**config.mk**
```make
export PLATFORM = sky130hd
export DESIGN_NAME = uart_tx_param
export DESIGN_NICKNAME = d
export VERILOG_FILES = /design/src/rtl/uart_tx_param.sv
export SDC_FILE = /design/constraint.sdc
export NUM_CORES = 1
export LEC_CHECK = 0
export CORE_MARGIN = 4
export CORE_UTILIZATION = 35
export DETAILED_ROUTE_END_ITERATION = 7
export PLACE_DENSITY = 0.59
export SETUP_SLACK_MARGIN = 0.05
export SLEW_MARGIN = 25
export SYNTH_ARGS = -nofsm -noshare
export SYNTH_HDL_FRONTEND = slang
export SYNTH_SLANG_ARGS = --single-unit
```
**constraint.sdc**
```tcl
create_clock -name clk -period 2.2 [get_ports clk]
set_input_delay 0.55 -clock clk [delete_from_list [all_inputs] [get_ports clk]]
set_output_delay 0.55 -clock clk [all_outputs]
set_load 0.01 [all_outputs]
```
**src/rtl/uart_tx_param.sv**
```systemverilog
// Parametrised UART transmitter: start bit, DATA_BITS LSB-first, optional parity, 1-2 stop bits.
// All outputs are registered; a two-process FSM computes the next value of every register.
module uart_tx_param #(
    parameter int CLKS_PER_BIT = 278,
    parameter int DATA_BITS    = 8,
    parameter int PARITY       = 0,
    parameter int STOP_BITS    = 1,
    parameter int CW           = $clog2(CLKS_PER_BIT)
) (
    input  logic                 clk,
    input  logic                 rst,
    input  logic                 en,
    input  logic [DATA_BITS-1:0] data_tx,
    output logic                 rdy,
    output logic                 dout,
    output logic [2:0]           state,
    output logic [3:0]           index,
    output logic [CW-1:0]        counter
);

    typedef enum logic [2:0] {
        S_IDLE   = 3'd0,
        S_START  = 3'd1,
        S_DATA   = 3'd2,
        S_PARITY = 3'd3,
        S_STOP   = 3'd4
    } state_t;

    localparam logic [CW-1:0] LAST_CNT  = CW'(CLKS_PER_BIT - 1);
    localparam logic [3:0]    LAST_DATA = 4'(DATA_BITS - 1);
    localparam logic [3:0]    LAST_STOP = 4'(STOP_BITS - 1);

    state_t               r_state, w_state;
    logic [DATA_BITS-1:0] r_shift, w_shift;
    logic                 r_par, w_par;
    logic                 r_dout, w_dout;
    logic                 r_rdy, w_rdy;
    logic [3:0]           r_index, w_index;
    logic [CW-1:0]        r_counter, w_counter;
    logic                 w_bit_end;

    always_ff @(posedge clk) begin
        if (rst) begin
            r_state   <= S_IDLE;
            r_shift   <= '0;
            r_par     <= 1'b0;
            r_dout    <= 1'b1;
            r_rdy     <= 1'b1;
            r_index   <= '0;
            r_counter <= '0;
        end else begin
            r_state   <= w_state;
            r_shift   <= w_shift;
            r_par     <= w_par;
            r_dout    <= w_dout;
            r_rdy     <= w_rdy;
            r_index   <= w_index;
            r_counter <= w_counter;
        end
    end

    always_comb begin
        w_state   = r_state;
        w_shift   = r_shift;
        w_par     = r_par;
        w_dout    = r_dout;
        w_rdy     = r_rdy;
        w_index   = r_index;
        w_bit_end = (r_counter == LAST_CNT);
        w_counter = w_bit_end ? '0 : r_counter + 1'b1;

        case (r_state)
            S_IDLE: begin
                w_counter = '0;
                if (en) begin
                    w_shift = data_tx;
                    w_par   = (PARITY == 1) ? ~^data_tx : ^data_tx;
                    w_rdy   = 1'b0;
                    w_dout  = 1'b0;
                    w_index = '0;
                    w_state = S_START;
                end
            end
            S_START: begin
                if (w_bit_end) begin
                    w_state = S_DATA;
                    w_dout  = r_shift[0];
                    w_shift = r_shift >> 1;
                    w_index = '0;
                end
            end
            S_DATA: begin
                // The shift register always presents the next data bit at bit 0.
                if (w_bit_end) begin
                    if (r_index == LAST_DATA) begin
                        if (PARITY != 0) begin
                            w_state = S_PARITY;
                            w_dout  = r_par;
                        end else begin
                            w_state = S_STOP;
                            w_dout  = 1'b1;
                            w_index = '0;
                        end
                    end else begin
                        w_index = r_index + 4'd1;
                        w_dout  = r_shift[0];
                        w_shift = r_shift >> 1;
                    end
                end
            end
            S_PARITY: begin
                if (w_bit_end) begin
                    w_state = S_STOP;
                    w_dout  = 1'b1;
                    w_index = '0;
                end
            end
            S_STOP: begin
                if (w_bit_end) begin
                    if (r_index == LAST_STOP) begin
                        w_state = S_IDLE;
                        w_rdy   = 1'b1;
                        w_index = '0;
                    end else begin
                        w_index = r_index + 4'd1;
                    end
                end
            end
            default: begin
                w_state   = S_IDLE;
                w_rdy     = 1'b1;
                w_dout    = 1'b1;
                w_index   = '0;
                w_counter = '0;
            end
        endcase
    end

    assign rdy     = r_rdy;
    assign dout    = r_dout;
    assign state   = r_state;
    assign index   = r_index;
    assign counter = r_counter;

endmodule

```
==> results.toml <==
[global_route]
grt_max_degree = 16
grt_pass1_vias = 1403
antenna_found_initial = 0
grt-ovfl-total = 0
grt_pass1_wl_mm = 6.38
grt_use_total_pct = 15.0

[cts]
post_cts_buffers = 0
cts-buffers-inserted = 3
insertion_delay_ps = 270
cts-root-buf = "clkbuf_8"
clockBufferDepth = 2
cts_htree_levels = 1
cts.reportedPaths.clkPinSlew_ps = 90
clock-sinks = 26
cts_tree = "done"

[logic_synthesis]
synth_nets = 177
ys_seq_area_share_pct = 36.2
netlist_top_cells_count = "dfxtp_1 (26), nor2_1 (16), a21oi_1 (13)"
synthArstFlopShare_pct = 0
synth.area.top_cells = "dfxtp_1 (36%), mux2i_1 (5.6%), a311oi_1 (4.9%)"
synth-compound-area-share_pct = 23.1
synth_fa_ha_area_share_pct = 3.48
netlist_area_mm2 = 0.00144
synth_cell_types = 47
post-synth-top-area-fraction_pct = 36.2
synth_top_family_by_area = "compound AO/OA/AOI/OAI gates"
synth_ff_type = "dfxtp_1"
muxShareOfSynthArea_pct = 5.57
yosys_warnings = 0
yosys.cell_count.top_type = "dfxtp_1"
yosys.area_share.simple_pct = 21.6
synth_top_area_cell = "dfxtp_1"
ys_ff_latch = 26
synth_edf_count = 0
postSynthAreaPerCell_um2 = 8.88
synthXorXnorAreaFrac_pct = 5.48
synthCells = 162

[setup_path]
endpoint_kind = "output port"
cp.arrival_ps = 1510
crit_required_ps = 1650
timing.critical_path.max_delay_family = "buffers and inverters"
worst-setup-path-type = "flop to output port"
worst_path_largest_cell_delay_ps = 630
path_cells = "clkdlybuf4s50_1"
critPathLaunchType = "flop"
path_max_fanout = 13
crit_slowest_cell = "clkdlybuf4s50_1"
cp_num_buf_inv = 1
startpoint = "state[0]"
reg2reg_from = "state[0]"

[timing]
setup_ws_ps = 142
hold_viol_final = 0
rsz0062_at_grt = "no"
slew_headroom_pct = 52.7
maxSlewViolCount = 0
tightest_slew_ps = 705
setup_viol = 0
fin_crit_ps = 2060
fmaxAchievable_ghz = 0.486
fin_crit_sh_pct = 93.5
finClkSkew_ps = 1.63

[final_layout]
final_nets = 207
syn_to_final_growth_pct = 27.1
n_antenna_cell = 0
final_layout_size_suffix_gt1_share_pct = 9.47
final_cells = 240

[placement]
dp_cells = 237
dp_hpwl_mm = 2.59
dp_slack_ps = -31.6
gp_congestion = 0.770
io_buffers = 28

[floorplan]
ios = 29
rows = 23
dieArea_mm2 = 0.00520
coreArea_mm2 = 0.00400
start_util_pct = 36.0
fp.dieH_um = 72.1
die_x_um = 72.1

[routing]
dr.pass1.iters = 4
wl_mm = 3.56
wl_per_cell_um = 14.8
drcViolationCount = 0
vias = 1330
viasPerCell = 5.54
ant_nets = 0
drt_iter0_markers = 84

[pwr]
powerDensity_mw_per_mm2 = 505
peakVddDrop_v = 0.000283
leakage_nw = 0.641

[outcome]
status = "finished clean"

[worst_hold_path]
min_from = "r_shift[7]"
min_path_type = "flop to flop"

[run]
max-cap-violations = 0
[registers in the layout, summed over array words and instances, names as in the netlist]
| name | flops |
|---|---|
| dout | 1 |
| counter | 9 |
| r_shift | 8 |
| index | 4 |
| rdy | 1 |
| state | 3 |
[logic make-up (layout without fill, tap and decap cells)]
group / after synthesis / after routing
AO/OA/AOI/OAI: 47 / 47
XOR/XNOR: 9 / 9
adder cells (fa/ha/maj): 4 / 4
buffers and inverters: 15 / 43
flip-flops: 26 / 26
multiplexers: 8 / 8
AND/OR/NAND/NOR: 53 / 53
[area by class of cell]
cell class              count  area (um2)
fillers                   413        2170
multi-input cells         121         852
flip-flops and latches     26         522
repair buffers             35         333
well taps                  50        62.6
clock buffers               3        41.3
inverters                   5        18.8
[power breakdown]
part           switching [mW]  leakage (nW)  total [mW]  internal [mW]
Combinational          0.0702         0.406       0.145         0.0752
Clock                   0.149        0.0216       0.272          0.123
Sequential             0.0162         0.213       0.507          0.491
Total                   0.235         0.641       0.925          0.689
[repair_timing]
| item | 4_1_cts | 5_1_grt |
|---|---|---|
| setup endpoints to repair | 0 | 1 |
| hold buffers | 0 | 0 |
| gates resized for setup | 0 | 1 |
[through the flow]
stage,TNS (ps),power (mW),hold slack (ps),area (um2),util (%)
floorplan,0,0.601,450,1440,-
global placement,-53.4,0.659,476,1790,44.7
detailed placement,-67.0,0.664,474,1790,44.7
CTS,0,0.935,492,1830,45.7
global route,0,0.975,518,1830,45.7
finish,0,0.925,489,1830,45.7
[layer usage]
metal  global-route usage, %  vias up  part of all wire (%)
li1                        -      656                     -
met1                    19.7      637                    48
met2                    25.1       32                    48
met3                    2.77        5                   3.3
met4                    4.59        0                   1.2
met5                       0        -                     0
[path summary, 6_finish.rpt]
kind / end / slack (ps) / depth (start not counted)
hold reg to reg: r_shift[7] / 490 / 2
setup reg to reg: index[3] / 260 / 4
setup / recovery: state[0] / 140 / 1
hold / removal: r_shift[7] / 490 / 2
[layout by cell type (no fill, tap or decap), types with 4 or more instances in the layout]
cell type,n
xor2_1,6
nor2_1,16
nand3_1,7
ha_1,4
inv_1,5
a311oi_1,8
mux2i_1,8
a21oi_1,13
clkdlybuf4s50_1,28
dfxtp_1,25
nand2_1,8
buf_4,7
No activity file was read; power rests on OpenSTA's default activity.
